`src/rtl/video_timing_gen.sv`:
```
// Video timing generator: free-running pixel/line counters driving registered
// DE, HSYNC, VSYNC, active-area coordinates and line/frame start pulses.
// Timing inputs are sampled once per frame so each frame is self-consistent.
module video_timing_gen #(
  parameter int unsigned CNT_W   = 12,
  parameter int unsigned OUT_REG = 1
) (
  input  logic             I_pxl_clk,
  input  logic             I_rst_n,
  input  logic             I_en,
  input  logic [CNT_W-1:0] I_h_total,
  input  logic [CNT_W-1:0] I_h_sync,
  input  logic [CNT_W-1:0] I_h_bporch,
  input  logic [CNT_W-1:0] I_h_res,
  input  logic [CNT_W-1:0] I_v_total,
  input  logic [CNT_W-1:0] I_v_sync,
  input  logic [CNT_W-1:0] I_v_bporch,
  input  logic [CNT_W-1:0] I_v_res,
  input  logic             I_hs_pol,
  input  logic             I_vs_pol,
  output logic             O_de,
  output logic             O_hs,
  output logic             O_vs,
  output logic [CNT_W-1:0] O_x,
  output logic [CNT_W-1:0] O_y,
  output logic             O_frame_start,
  output logic             O_line_start
);

  // Only the registered-output variant exists.
  if (OUT_REG != 1) begin : gen_out_reg_check
    $error("video_timing_gen: OUT_REG must be 1");
  end

  localparam logic [CNT_W-1:0] HTotalRst  = CNT_W'(1650);
  localparam logic [CNT_W-1:0] HSyncRst   = CNT_W'(40);
  localparam logic [CNT_W-1:0] HBporchRst = CNT_W'(220);
  localparam logic [CNT_W-1:0] HResRst    = CNT_W'(1280);
  localparam logic [CNT_W-1:0] VTotalRst  = CNT_W'(750);
  localparam logic [CNT_W-1:0] VSyncRst   = CNT_W'(5);
  localparam logic [CNT_W-1:0] VBporchRst = CNT_W'(20);
  localparam logic [CNT_W-1:0] VResRst    = CNT_W'(720);
  localparam logic [CNT_W-1:0] MinTotal   = CNT_W'(2);
  localparam logic [CNT_W-1:0] One        = CNT_W'(1);

  logic             started_q;
  logic [CNT_W-1:0] h_cnt_q, v_cnt_q, h_cnt_d, v_cnt_d;

  logic [CNT_W-1:0] h_total_l, h_sync_l, h_bporch_l, h_res_l;
  logic [CNT_W-1:0] v_total_l, v_sync_l, v_bporch_l, v_res_l;
  logic             hs_pol_l, vs_pol_l;

  // Timing set in effect for the current counter state. Before the first
  // enabled edge the shadows hold reset defaults, so the live inputs are used.
  logic [CNT_W-1:0] h_total_e, h_sync_e, h_bporch_e, h_res_e;
  logic [CNT_W-1:0] v_total_e, v_sync_e, v_bporch_e, v_res_e;
  logic             hs_pol_e, vs_pol_e;

  logic [CNT_W-1:0] h_tot_c, v_tot_c;
  logic             h_last, v_last, load;
  logic [CNT_W:0]   h_start, h_end, v_start, v_end;
  logic [CNT_W-1:0] h_start_n, v_start_n;
  logic             h_act, v_act, de_c, hs_c, vs_c;
  logic [CNT_W-1:0] x_c, y_c;

  // Select effective timing, derive wrap conditions and next counter state.
  always_comb begin
    h_total_e  = started_q ? h_total_l  : I_h_total;
    h_sync_e   = started_q ? h_sync_l   : I_h_sync;
    h_bporch_e = started_q ? h_bporch_l : I_h_bporch;
    h_res_e    = started_q ? h_res_l    : I_h_res;
    v_total_e  = started_q ? v_total_l  : I_v_total;
    v_sync_e   = started_q ? v_sync_l   : I_v_sync;
    v_bporch_e = started_q ? v_bporch_l : I_v_bporch;
    v_res_e    = started_q ? v_res_l    : I_v_res;
    hs_pol_e   = started_q ? hs_pol_l   : I_hs_pol;
    vs_pol_e   = started_q ? vs_pol_l   : I_vs_pol;

    // Degenerate totals are clamped so "total - 1" never underflows.
    h_tot_c = (h_total_e < MinTotal) ? MinTotal : h_total_e;
    v_tot_c = (v_total_e < MinTotal) ? MinTotal : v_total_e;
    h_last  = (h_cnt_q >= h_tot_c - One);
    v_last  = (v_cnt_q >= v_tot_c - One);

    h_cnt_d = h_cnt_q + One;
    v_cnt_d = v_cnt_q;
    if (h_last) begin
      h_cnt_d = '0;
      v_cnt_d = v_last ? '0 : v_cnt_q + One;
    end

    load = I_en & ((h_last & v_last) | ~started_q);
  end

  // Decode active windows, syncs and coordinates from the current state.
  always_comb begin
    h_start   = {1'b0, h_sync_e} + {1'b0, h_bporch_e};
    h_end     = h_start + {1'b0, h_res_e};
    v_start   = {1'b0, v_sync_e} + {1'b0, v_bporch_e};
    v_end     = v_start + {1'b0, v_res_e};
    h_start_n = h_sync_e + h_bporch_e;
    v_start_n = v_sync_e + v_bporch_e;

    h_act = ({1'b0, h_cnt_q} >= h_start) && ({1'b0, h_cnt_q} < h_end);
    v_act = ({1'b0, v_cnt_q} >= v_start) && ({1'b0, v_cnt_q} < v_end);
    de_c  = h_act & v_act;
    hs_c  = (h_cnt_q < h_sync_e) ~^ hs_pol_e;
    vs_c  = (v_cnt_q < v_sync_e) ~^ vs_pol_e;
    x_c   = de_c ? (h_cnt_q - h_start_n) : '0;
    y_c   = de_c ? (v_cnt_q - v_start_n) : '0;
  end

  // Pixel/line counters and the started flag.
  always_ff @(posedge I_pxl_clk or negedge I_rst_n) begin
    if (!I_rst_n) begin
      h_cnt_q   <= '0;
      v_cnt_q   <= '0;
      started_q <= 1'b0;
    end else if (I_en) begin
      h_cnt_q   <= h_cnt_d;
      v_cnt_q   <= v_cnt_d;
      started_q <= 1'b1;
    end
  end

  // Per-frame shadow copy of the timing inputs.
  always_ff @(posedge I_pxl_clk or negedge I_rst_n) begin
    if (!I_rst_n) begin
      h_total_l  <= HTotalRst;
      h_sync_l   <= HSyncRst;
      h_bporch_l <= HBporchRst;
      h_res_l    <= HResRst;
      v_total_l  <= VTotalRst;
      v_sync_l   <= VSyncRst;
      v_bporch_l <= VBporchRst;
      v_res_l    <= VResRst;
      hs_pol_l   <= 1'b1;
      vs_pol_l   <= 1'b1;
    end else if (load) begin
      h_total_l  <= I_h_total;
      h_sync_l   <= I_h_sync;
      h_bporch_l <= I_h_bporch;
      h_res_l    <= I_h_res;
      v_total_l  <= I_v_total;
      v_sync_l   <= I_v_sync;
      v_bporch_l <= I_v_bporch;
      v_res_l    <= I_v_res;
      hs_pol_l   <= I_hs_pol;
      vs_pol_l   <= I_vs_pol;
    end
  end

  // Output registers, one cycle behind the counter state they decode.
  always_ff @(posedge I_pxl_clk or negedge I_rst_n) begin
    if (!I_rst_n) begin
      O_de          <= 1'b0;
      O_hs          <= 1'b0;
      O_vs          <= 1'b0;
      O_x           <= '0;
      O_y           <= '0;
      O_frame_start <= 1'b0;
      O_line_start  <= 1'b0;
    end else if (I_en) begin
      O_de          <= de_c;
      O_hs          <= hs_c;
      O_vs          <= vs_c;
      O_x           <= x_c;
      O_y           <= y_c;
      O_frame_start <= (h_cnt_q == '0) && (v_cnt_q == '0);
      O_line_start  <= (h_cnt_q == '0);
    end
  end

endmodule

```
`config.mk`:
```
export PLATFORM = sky130hd
export DESIGN_NAME = video_timing_gen
export DESIGN_NICKNAME = d
export VERILOG_FILES = /design/src/rtl/video_timing_gen.sv
export SDC_FILE = /design/constraint.sdc
export NUM_CORES = 1
export LEC_CHECK = 0
export BUFFER_PORTS_ARGS = -buffer_cell sky130_fd_sc_hd__buf_4
export CAP_MARGIN = 5
export CORE_ASPECT_RATIO = 1.4
export CORE_MARGIN = 5
export CORE_UTILIZATION = 49
export DETAILED_ROUTE_END_ITERATION = 16
export HOLD_SLACK_MARGIN = 0.03
export PLACE_DENSITY = 0.69
export SLEW_MARGIN = 5
export SYNTH_ARGS = -nofsm -noshare
export SYNTH_HDL_FRONTEND = slang
export SYNTH_SLANG_ARGS = --single-unit
```
`constraint.sdc`:
```
create_clock -name I_pxl_clk -period 7.77 [get_ports I_pxl_clk]
set_input_delay 0.777 -clock I_pxl_clk [delete_from_list [all_inputs] [get_ports I_pxl_clk]]
set_output_delay 0.777 -clock I_pxl_clk [all_outputs]
set_load 0.01 [all_outputs]
```
==> summary.md <==
At the pin with the least slew margin, the transition time is 1.18 ns. Using the TritonRoute via totals, the vias-per-cell ratio works out to 6.05. The post-synthesis share of cell area spent on and, or, nand and nor gates is 0.189, and the total track usage is 0.243. The worst setup path is launched from a register. Setup repair after global routing left no endpoint under its margin. The via count of the first global-routing pass was 13700.

For this design the static power due to leakage is 8.37 nW. The worst-case headroom to the max-slew limit is 0.211, and the core region area is 31600 µm². The largest single stage delay on the critical path is 0.99 ns.

Ratio of cells with drive above 1 in the final layout: 0.132. The area added between synthesis and finish was 11.7%. The port buffer count was 129. The gate family responsible for the most delay along the worst path is compound AO/OA/AOI/OAI gates.

The tools report the placement row count as 77. The area occupied by multi-input gates came out at 11000 µm². Clock-pin slew was measured on the worst setup and hold paths at 0.07 ns.

Initial core utilization: 0.495. Data arrival time of the critical path: 7.36 ns. Class of the most critical setup path: register to register. The run gives 0 ns as the final-layout setup total negative slack. Counting both buffers and inverters, the worst setup path holds a total of 2. The tree built by TritonCTS fans out to 152 sinks. The number of inserted filler cells in the final layout is 2894. The final routed wirelength across all metal layers is 43700 µm, and the post-cts resize count is 0. In this run, the number of DRC markers left after iteration 0 of detailed routing was 1038. The critical path data required time was 8.14 ns; the final weighted congestion of routability-driven global placement was 0.892. After synthesis, the mean cell area works out to 8.66 µm². The H-tree generated during clock tree synthesis spans 4 levels. For this run, the number of Yosys warnings is 0. The leading area contributor after synthesis was sky130_fd_sc_hd__dfrtp_1. Initial antenna violation count: 0. Busiest layer in global routing: met2.

The final clock period utilization by the worst path came out at 0.899. In the post-synthesis netlist, the biggest area contributors are sky130_fd_sc_hd__dfrtp_1 (19%), sky130_fd_sc_hd__ha_1 (15%), sky130_fd_sc_hd__mux2i_1 (6.7%). The met2 routing resource usage after global routing is 0.442. The post-layout minimum cycle time is 6.99 ns, and the synthesized netlist net count is 2119. The die covers 35700 µm². Clock tree synthesis selected as its root buffer the cell sky130_fd_sc_hd__clkbuf_16.

Of all nets on the critical path, the largest fanout is 83. The most frequently used cell type in the post-synthesis netlist was sky130_fd_sc_hd__ha_1. The final count of pins violating max slew was 0. The type of the worst min-delay path is input port to async pin. The first global-routing pass estimated 70800 µm of wire. The fraction of synthesized cell area in xor and xnor cells was 0.0527. In this run the register-to-register setup slack is 0.78 ns. The run gives 3850 µm² as the sequential cell area. The endpoint identified for the worst register-to-register timing path is O_y[0]$_DFFE_PN0P_. The die is 221 µm tall.

At the end of the flow, the number of nets in the layout was 2187. In this run the deepest clock path goes through 2 buffers. After synthesis, the largest family of logic cells by area is compound AO/OA/AOI/OAI gates. The tools report the number of distinct library cells after synthesis as 69. Depth of the most critical reg-to-reg path: 25. The number of primary I/O pins came out at 130. Across all layers, the routed design uses 13800 vias.

The tools report the number of violations of the max-capacitance limit as 0. The instance count of the mapped netlist was 1807. STA classifies the critical path endpoint as a register.

Dividing total power by cell area gives a power density of 114 nW/µm². The commonest cells after synthesis are sky130_fd_sc_hd__ha_1 (184), sky130_fd_sc_hd__nand2_1 (132), sky130_fd_sc_hd__a21oi_1 (129), sky130_fd_sc_hd__inv_1 (128). The startpoint of the lowest-slack register-to-register path was started_q$_DFFE_PN0P_. In the routed design, unresolved DRC markers number 0. The flow ran to the end, and the final reports show no timing, DRC or antenna violations. The number of endpoints failing setup at the final stage came out at 0. Clock skew on the completed layout was measured at 0.0177 ns.

The logs give 17500 µm² for the finished layout cell area and 32300 µm for the post-detailed-placement half-perimeter wirelength. The run gives 0.0400 as the fraction of met3 tracks used by global routing. In this run the horizontal extent of the chip is 161 µm.

The placed instances occupy a cell area of 16900 µm². TritonCTS created 17 clock buffers. Hold repair after CTS inserted 0 buffers. The cell area after technology mapping was 15700 µm²; the clock latency reported for the late side of the worst-skew pair was 0.47 ns. The share of the yosys chip area belonging to registers is 0.246. The synthesized-area fraction occupied by adder cells works out to 0.184. The number of antenna diodes in the final layout is 0. TritonCTS built the clock tree. The number of detailed-routing iterations run before antenna repair was 6.

The remaining number of nets flagged by the antenna check after routing was 0; the final cell utilization of the core was 0.553. The run gives 125 as the maximum number of pins on one net before global-route repair. The post-synthesis sequential element count was 152.

The most used flip-flop cell after synthesis is sky130_fd_sc_hd__dfrtp_1. Static timing analysis puts the maximum clock frequency at 143 MHz. The run gives 0.276 as the global routing usage on met1. Cell at the slowest stage of the critical path: sky130_fd_sc_hd__dfrtp_4. Final number of hold-violating endpoints: 0.

The tools report the worst-case hold slack as 0.364 ns. The post-synthesis compound-gate area fraction was 0.206; the routed length per instance was 19.1 µm. The worst-case IR drop observed on VDD is 0.123 mV. The synthesized design contains 0 enable-type register cells. The mux cell area share after synthesis is 0.0665, and the count of buffers added by post-CTS timing repair for setup is 0. Summed over all layers, the global routing overflow is 0. The area share of the largest cell type after synthesis works out to 0.192.

The fraction of synthesis flops using an asynchronous set or reset pin was 1.00.
==> worst max-delay path by stage <==
stage | endpoint | cells past startpoint | from
after global routing | O_y[0]$_DFFE_PN0P_ | 25 | started_q$_DFFE_PN0P_
after detailed placement | O_x[11]$_DFFE_PN0P_ | 24 | started_q$_DFFE_PN0P_
after global placement | O_y[0]$_DFFE_PN0P_ | 24 | started_q$_DFFE_PN0P_
after floorplan | O_x[0]$_DFFE_PN0P_ | 32 | started_q$_DFFE_PN0P_
after CTS | O_y[0]$_DFFE_PN0P_ | 25 | started_q$_DFFE_PN0P_
final | O_y[0]$_DFFE_PN0P_ | 25 | started_q$_DFFE_PN0P_
==> worst register-to-register path: cells and delay by family (launching register included) <==
family / cells / cell delay, ns
AO/OA/AOI/OAI: 14 / 3.20
XOR/XNOR: 1 / 0.10
adder cells (fa/ha/maj): 3 / 0.88
buffers and inverters: 2 / 0.65
flip-flops: 1 / 0.99
AND/OR/NAND/NOR: 5 / 1.05
==> layout make-up <==
| cell class | count | area share |
|---|---|---|
| Timing Repair Buffer | 151 | 0.0655 |
| Inverter | 128 | 0.0275 |
| Clock buffer | 18 | 0.0245 |
| Multi-Input combinational cell | 1425 | 0.626 |
| Sequential cell | 152 | 0.220 |
| Clock inverter | 14 | 0.00816 |
| Tap cell | 395 | 0.0283 |
==> cell usage in the layout, fill, tap and decap left out, drive strengths merged, types with 27 or more instances in the layout <==
cell type | Yosys | routed
o22ai | 28 | 28
a21oi | 129 | 129
inv | 128 | 134
o21ai | 58 | 58
nand2 | 132 | 132
nor2b | 120 | 120
nand4 | 107 | 107
xnor2 | 54 | 54
nor2 | 61 | 61
o211ai | 112 | 112
dfrtp | 120 | 120
fa | 27 | 27
xor2 | 35 | 35
buf | 10 | 151
a21o | 49 | 49
mux2i | 104 | 104
ha | 184 | 184
dfstp | 32 | 32
==> power by group <==
group | switching, W | internal (W)
logic | 0.000144 | 0.000136
registers | 0.0000527 | 0.000805
clock network | 0.000400 | 0.000450
total | 0.000597 | 0.00139
==> logic make-up after synthesis <==
logic type / Yosys count
AND/OR/NAND/NOR: 548
flip-flops: 152
adder cells (fa/ha/maj): 214
AO/OA/AOI/OAI: 468
multiplexers: 104
buffers and inverters: 230
XOR/XNOR: 91
==> state kept, by name, indices dropped and copies added (netlist names), 12 cells and up <==
signal      cells
v_sync_l       12
h_cnt_q        12
h_total_l      12
v_res_l        12
h_bporch_l     12
h_res_l        12
O_y            12
v_total_l      12
h_sync_l       12
v_cnt_q        12
v_bporch_l     12
O_x            12
==> metal layers <==
metal	routed length, µm	vias to the layer above
met4	1920	0
met1	17100	6743
met5	0	-
met2	23200	304
li1	-	6678
met3	1460	88
==> stage by stage <==
stage                     total power, W  instances  setup slack, ns
after detailed placement         0.00115       2251            0.926
final                            0.00199       2283            0.783
after CTS                        0.00200       2283            0.884
after global routing             0.00206       2283            0.173
after floorplan                  0.00102       1807             1.11
after global placement           0.00115       2251             1.26
(Power assumes the default switching activity.)
